--- config.mk ---
export PLATFORM = sky130hd
export DESIGN_NAME = fetch_unit
export DESIGN_NICKNAME = d
export VERILOG_FILES = /design/src/rtl/cpu_pkg.sv /design/src/rtl/fetch_next_pc.sv /design/src/rtl/fetch_unit.sv
export SDC_FILE = /design/constraint.sdc
export NUM_CORES = 1
export LEC_CHECK = 0
export ABC_AREA = 1
export BUFFER_PORTS_ARGS = -buffer_cell sky130_fd_sc_hd__buf_2
export CAP_MARGIN = 0
export CORE_ASPECT_RATIO = 0.5
export CORE_MARGIN = 2
export CORE_UTILIZATION = 45
export CTS_CLUSTER_SIZE = 25
export DETAILED_ROUTE_END_ITERATION = 12
export PLACE_DENSITY_LB_ADDON = 0.12
export SLEW_MARGIN = 15
export SYNTH_ARGS = -nofsm -noshare
export SYNTH_HDL_FRONTEND = slang
export SYNTH_SLANG_ARGS = --single-unit
--- constraint.sdc ---
create_clock -name clk -period 4.7 [get_ports clk]
set_clock_uncertainty 0.2 [all_clocks]
set_input_delay 0.94 -clock clk [delete_from_list [all_inputs] [get_ports clk]]
set_output_delay 0.94 -clock clk [all_outputs]
set_load 0.02 [all_outputs]
--- src/rtl/cpu_pkg.sv ---
// Shared definitions for the teaching CPU: opcode constants, instruction field
// positions and the fetch-stage state encoding.
package cpu_pkg;

    localparam int ADDR_W_DEF = 8;
    localparam int INSTR_W    = 8;

    localparam logic [1:0] OP_ALU   = 2'b00;
    localparam logic [1:0] OP_LOAD  = 2'b01;
    localparam logic [1:0] OP_STORE = 2'b10;
    localparam logic [1:0] OP_JUMP  = 2'b11;

    localparam int OPC_HI = 7;
    localparam int OPC_LO = 6;
    localparam int RS_HI  = 5;
    localparam int RS_LO  = 4;
    localparam int RT_HI  = 3;
    localparam int RT_LO  = 2;
    localparam int IMM_HI = 1;
    localparam int IMM_LO = 0;

    typedef enum logic [1:0] {
        IDLE = 2'd0,
        RUN  = 2'd1,
        HALT = 2'd2
    } fetch_state_t;

    function automatic logic [1:0] instr_opcode(input logic [INSTR_W-1:0] instr);
        return instr[OPC_HI:OPC_LO];
    endfunction

    function automatic logic [1:0] instr_imm(input logic [INSTR_W-1:0] instr);
        return instr[IMM_HI:IMM_LO];
    endfunction

endpackage

--- src/rtl/fetch_next_pc.sv ---
// Sequential next-PC computation: pc + 1, plus the sign-extended 2-bit
// immediate when the fetched byte is a PC-relative jump.
module fetch_next_pc
    import cpu_pkg::*;
#(
    parameter int ADDR_W   = ADDR_W_DEF,
    parameter int PROG_LEN = 5
) (
    input  logic [ADDR_W-1:0]  pc,
    input  logic [INSTR_W-1:0] instruction,
    output logic [ADDR_W-1:0]  seq_pc,
    output logic               out_of_range
);

    localparam logic [ADDR_W-1:0] PROG_END = ADDR_W'(PROG_LEN);

    logic [1:0]               imm;
    logic signed [ADDR_W-1:0] offset;
    logic                     unused_fields;

    // rs/rt only matter to decode; fetch looks at opcode and imm alone
    assign unused_fields = &{1'b0, instruction[RS_HI:RT_LO]};

    assign imm = instr_imm(instruction);

    always_comb begin
        offset = '0;
        if (instr_opcode(instruction) == OP_JUMP) begin
            offset = {{(ADDR_W-2){imm[1]}}, imm};
        end
    end

    assign seq_pc       = pc + ADDR_W'(1) + $unsigned(offset);
    assign out_of_range = (seq_pc >= PROG_END);

endmodule

--- src/rtl/fetch_unit.sv ---
// Instruction fetch stage: owns the PC, reads the instruction memory and
// registers the fetched byte into the IF/ID register for decode.
module fetch_unit
    import cpu_pkg::*;
#(
    parameter int ADDR_W   = 8,
    parameter int PROG_LEN = 5,
    parameter int RESET_PC = 0
) (
    input  logic              clk,
    input  logic              rst_n,
    input  logic              en,
    input  logic              stall,
    input  logic              redirect_valid,
    input  logic [ADDR_W-1:0] redirect_target,
    output logic [ADDR_W-1:0] Read_Address,
    input  logic [7:0]        instruction,
    output logic [7:0]        if_instr,
    output logic [ADDR_W-1:0] if_pc,
    output logic              if_valid,
    output logic              halted
);

    localparam logic [ADDR_W-1:0] PROG_END = ADDR_W'(PROG_LEN);
    localparam logic [ADDR_W-1:0] PC_INIT  = ADDR_W'(RESET_PC);

    fetch_state_t      state;
    logic [ADDR_W-1:0] pc;
    logic [ADDR_W-1:0] seq_pc;
    logic              seq_oor;
    logic              target_oor;

    fetch_next_pc #(
        .ADDR_W   (ADDR_W),
        .PROG_LEN (PROG_LEN)
    ) u_next_pc (
        .pc           (pc),
        .instruction  (instruction),
        .seq_pc       (seq_pc),
        .out_of_range (seq_oor)
    );

    // Memory never sees an address outside the program image
    assign Read_Address = (pc < PROG_END) ? pc : '0;
    assign target_oor   = (redirect_target >= PROG_END);

    always_ff @(posedge clk or negedge rst_n) begin
        if (!rst_n) begin
            state    <= IDLE;
            pc       <= PC_INIT;
            if_instr <= '0;
            if_pc    <= '0;
            if_valid <= 1'b0;
            halted   <= 1'b0;
        end else begin
            case (state)
                HALT: begin
                    // Only an in-range redirect can restart fetch; en is ignored here
                    if (redirect_valid && !target_oor) begin
                        pc       <= redirect_target;
                        state    <= RUN;
                        halted   <= 1'b0;
                        if_valid <= 1'b0;
                    end else if (!stall) begin
                        if_valid <= 1'b0;
                    end
                end
                default: begin
                    if (en) begin
                        state <= RUN;
                        if (redirect_valid) begin
                            pc       <= redirect_target;
                            if_valid <= 1'b0;
                            if (target_oor) begin
                                state  <= HALT;
                                halted <= 1'b1;
                            end
                        end else if (!stall) begin
                            if_instr <= instruction;
                            if_pc    <= pc;
                            if_valid <= 1'b1;
                            pc       <= seq_pc;
                            // The byte just captured is still valid even though fetch stops
                            if (seq_oor) begin
                                state  <= HALT;
                                halted <= 1'b1;
                            end
                        end
                    end else if (state == RUN && !stall) begin
                        if_valid <= 1'b0;
                    end
                end
            endcase
        end
    end

endmodule

==> flow_summary.rst <==
.. list-table::
   :header-rows: 1

   * - Metric
     - Value
   * - Insertion delay to the later sink of the worst-skew pair
     - roughly 0.27 ns
   * - Root Buffer
     - sky130_fd_sc_hd__clkbuf_8
   * - Core region area
     - 3840 um2
   * - Multi-input gate area
     - approximately 900 um2
   * - Final Setup Violations
     - 0
   * - Number of violations reported at the end of detailed-routing iteration 0
     - between 100 and 150
   * - Smallest hold slack
     - 0.292 ns
   * - Data required time of the critical path
     - 4.66 ns
   * - Data arrival time of the worst path
     - 2.87 ns
   * - Post-route clock period utilization
     - 61.9%
   * - Initial antenna violation count
     - 0
   * - Total design power
     - 1.23 mW
   * - Vias in the first global route
     - 1401
   * - Die extent in x
     - ~93 um
   * - Gpl congestion
     - 0.966
   * - Combined flip-flop and latch cell area
     - between 700 and 800 um2
   * - Wire length of the first global-routing pass
     - between 6000 and 7000 um
   * - Nets@finish
     - 288
   * - Status
     - complete, no violations
   * - Vias per inst
     - 5.19
   * - Number of sinks on the clock net
     - 28
   * - Area share of the leading cell type in the synthesized netlist
     - 39.5%
   * - Post-route worst setup slack
     - 1.79 ns
   * - Worst-case hold path end point
     - if_pc[0]$_DFFE_PN0P_
   * - Die Height
     - 48.4 um
   * - Synthesized cell area
     - 1770 um2
   * - Post-CTS Setup Repair Bufs
     - 0
   * - Number of buffers created by CTS
     - 3
   * - Count of cells along the worst hold path
     - 2
   * - Gate count of the mapped netlist
     - 228
   * - Tightest Pin Transition
     - 0.933 ns
   * - Top post-synthesis cells by count
     - 60 x sky130_fd_sc_hd__nand2_1, 28 x sky130_fd_sc_hd__dfrtp_1, 24 x sky130_fd_sc_hd__inv_1
   * - Type of the tightest min-delay check
     - flip-flop to flip-flop
   * - Hold violation count in the final report
     - 0
   * - Via total after detailed routing
     - 1645
   * - Max IR drop VDD
     - roughly 0.26 mV
   * - Static Leak
     - 1.07 nW
   * - Crit path max fanout
     - 24
   * - Worst slack after detailed placement
     - ~1.5 ns
   * - Hold buffer count at cts
     - 0
   * - Top cell type by total area after synthesis
     - sky130_fd_sc_hd__dfrtp_1
   * - Fraction of the yosys area taken by sequential cells
     - between 30% and 40%
   * - Boundary pin count
     - 47
   * - Most instantiated library cell after synthesis
     - sky130_fd_sc_hd__nand2_1
   * - #FFs+latches synth
     - 28
   * - Number of enable flip-flop cells after synthesis
     - 0
   * - Pre-antenna DRT Iters
     - 4
   * - Number of distinct library cells after synthesis
     - 31
   * - Worst max-slew margin expressed relative to the limit
     - 37.4%
   * - Crit start category
     - primary input
   * - Cell types with the largest area share after synthesis
     - sky130_fd_sc_hd__dfrtp_1 39%, sky130_fd_sc_hd__nand2_1 13%, sky130_fd_sc_hd__mux2_2 5.7%
   * - Total of warnings raised by yosys
     - 0
   * - Number of routed nets with antenna violations
     - 0
   * - Largest net degree at the start of global routing
     - 29
   * - R2R cell count
     - 5
   * - Endpoint type of the worst setup path
     - flip-flop
   * - Kind of critical path
     - primary input to flip-flop
   * - Aggregate global-route resource usage
     - 18.8%
   * - Reported max-cap violation count
     - 0
   * - Share of final-layout standard cells stronger than drive strength 1
     - 24.7%
   * - Total Neg Setup Slack
     - 0 ns
   * - Routed length per instance
     - 13.3 um
   * - Area Overhead vs Synth
     - 13.2%
   * - Port Buffer Count
     - 41
   * - Number of gates resized after CTS
     - 0
   * - Max-slew violation count
     - 0
   * - Unrepaired setup endpoints after global routing
     - false
   * - Diode count
     - 0
   * - Most used flip-flop cell after synthesis
     - sky130_fd_sc_hd__dfrtp_1
   * - Routed WL
     - 4230 um
   * - TritonCTS clock tree
     - done
   * - R2R Path End
     - if_instr[4]$_DFFE_PN0P_
   * - DIE AREA
     - around 4500 um2
   * - Fillcell total
     - 392
   * - Std-Cell Rows
     - 16
   * - Max Fclk
     - 344 MHz
   * - Max clock buf depth
     - 2
   * - Reg2Reg Launch Point
     - state[1]$_DFFE_PN0P_
   * - DRC errors left
     - 0
   * - Half-perimeter wire length after placement
     - 3210 um
   * - Overflow left after global routing
     - 0
   * - Initial standard-cell utilization of the core
     - a little under half
   * - Slack of the worst reg-to-reg path
     - 2.03 ns
   * - Async S/R FF share, synth
     - 100%
   * - Average cell area after synthesis
     - between 7 and 8 um2
   * - Min cycle time layout
     - 2.91 ns
   * - Power per standard cell area
     - around 610 nW/um2
   * - Start point of the worst hold path
     - if_pc[0]$_DFFE_PN0P_
   * - Number of H-tree branching levels
     - 1
   * - Clock transition at the registers of the reported paths
     - 0.09 ns
## critical path, cell delays in order
cell	delay (ns)
sky130_fd_sc_hd__buf_2	0.12
sky130_fd_sc_hd__nor2_1	0.48
sky130_fd_sc_hd__nand3_1	0.79
sky130_fd_sc_hd__mux2_2	0.53
## sequential cells by signal, indices dropped and copies added (netlist names)
| register | flops |
|---|---|
| if_instr | 8 |
| pc | 8 |
| halted | 1 |
| if_valid | 1 |
| if_pc | 8 |
| state | 2 |
## how the worst max path moves through the flow
stage	startpoint	to	slack, ns	cells after the start
2_1_floorplan	instruction[1]	halted$_DFFE_PN0P_	2.08	17
3_3_place_gp	redirect_valid	if_instr[7]$_DFFE_PN0P_	1.61	4
3_5_place_dp	redirect_valid	if_instr[1]$_DFFE_PN0P_	1.48	4
4_1_cts	redirect_valid	if_instr[1]$_DFFE_PN0P_	1.79	4
5_1_grt	redirect_valid	if_instr[1]$_DFFE_PN0P_	1.60	4
6_report	redirect_valid	if_instr[4]$_DFFE_PN0P_	1.79	4
## per-stage QoR
step / instance area (um2) / instances / util (%)
after CTS: 2010 / 317 / 52.2
after floorplan: 1790 / 232 / -
after global placement: 1970 / 314 / 51.2
after global routing: 2010 / 317 / 52.2
after detailed placement: 1970 / 314 / 51.2
final: 2010 / 317 / 52.2
## area by class of cell
type / count / area share [%]
Clock buffer: 3 / 2.06
Inverter: 24 / 4.49
Multi-Input combinational cell: 167 / 45.0
Sequential cell: 28 / 34.9
Tap cell: 54 / 3.36
Timing Repair Buffer: 41 / 10.2
## kinds of logic (layout without fill, tap and decap cells)
kind of cell               after synthesis  after routing  share of synthesized area, %
and+or+nand+nor                        111            111                          28.9
xor gates and xnor gates                 1              1                         0.494
DFF                                     28             28                          39.5
adders and majority gates                2              2                          1.41
other                                    1              5                         0.211
buffers and inverters                   37             68                          10.4
muxes                                    9              9                          5.71
AOI/OAI and AO/OA                       39             39                          13.3
## where the power goes
group / internal (mW) / switching, mW / leakage (nW)
combinational: 0.230 / 0.447 / 0.708
sequential: 0.353 / 0.0765 / 0.337
clock: 0.0575 / 0.0699 / 0.0216
total: 0.640 / 0.593 / 1.07
## metal layers
metal  vias up  GRT usage [%]  part of all wire, %
met2        82           27.9                   40
met3         2           4.83                  9.0
met1       735           29.0                   51
li1        826              -                    -
met5         -              0                    0
met4         0           1.47                 0.14
## placed cells by master, fill, tap and decap left out, drive strengths merged
master   n
nand4    9
xor2     1
o211ai   2
nand2   65
nor3     1
mux2     9
nor4     1
o21bai   1
o21ai   21
a22oi    1
and3     1
a41o     3
clkbuf   3
inv     24
o22ai    5
buf     41
a21oi    4
conb     5
ha       2
a31oi    2
nand3   16
nor2    18
dfrtp   28
Power figures use the tool's default switching activity.
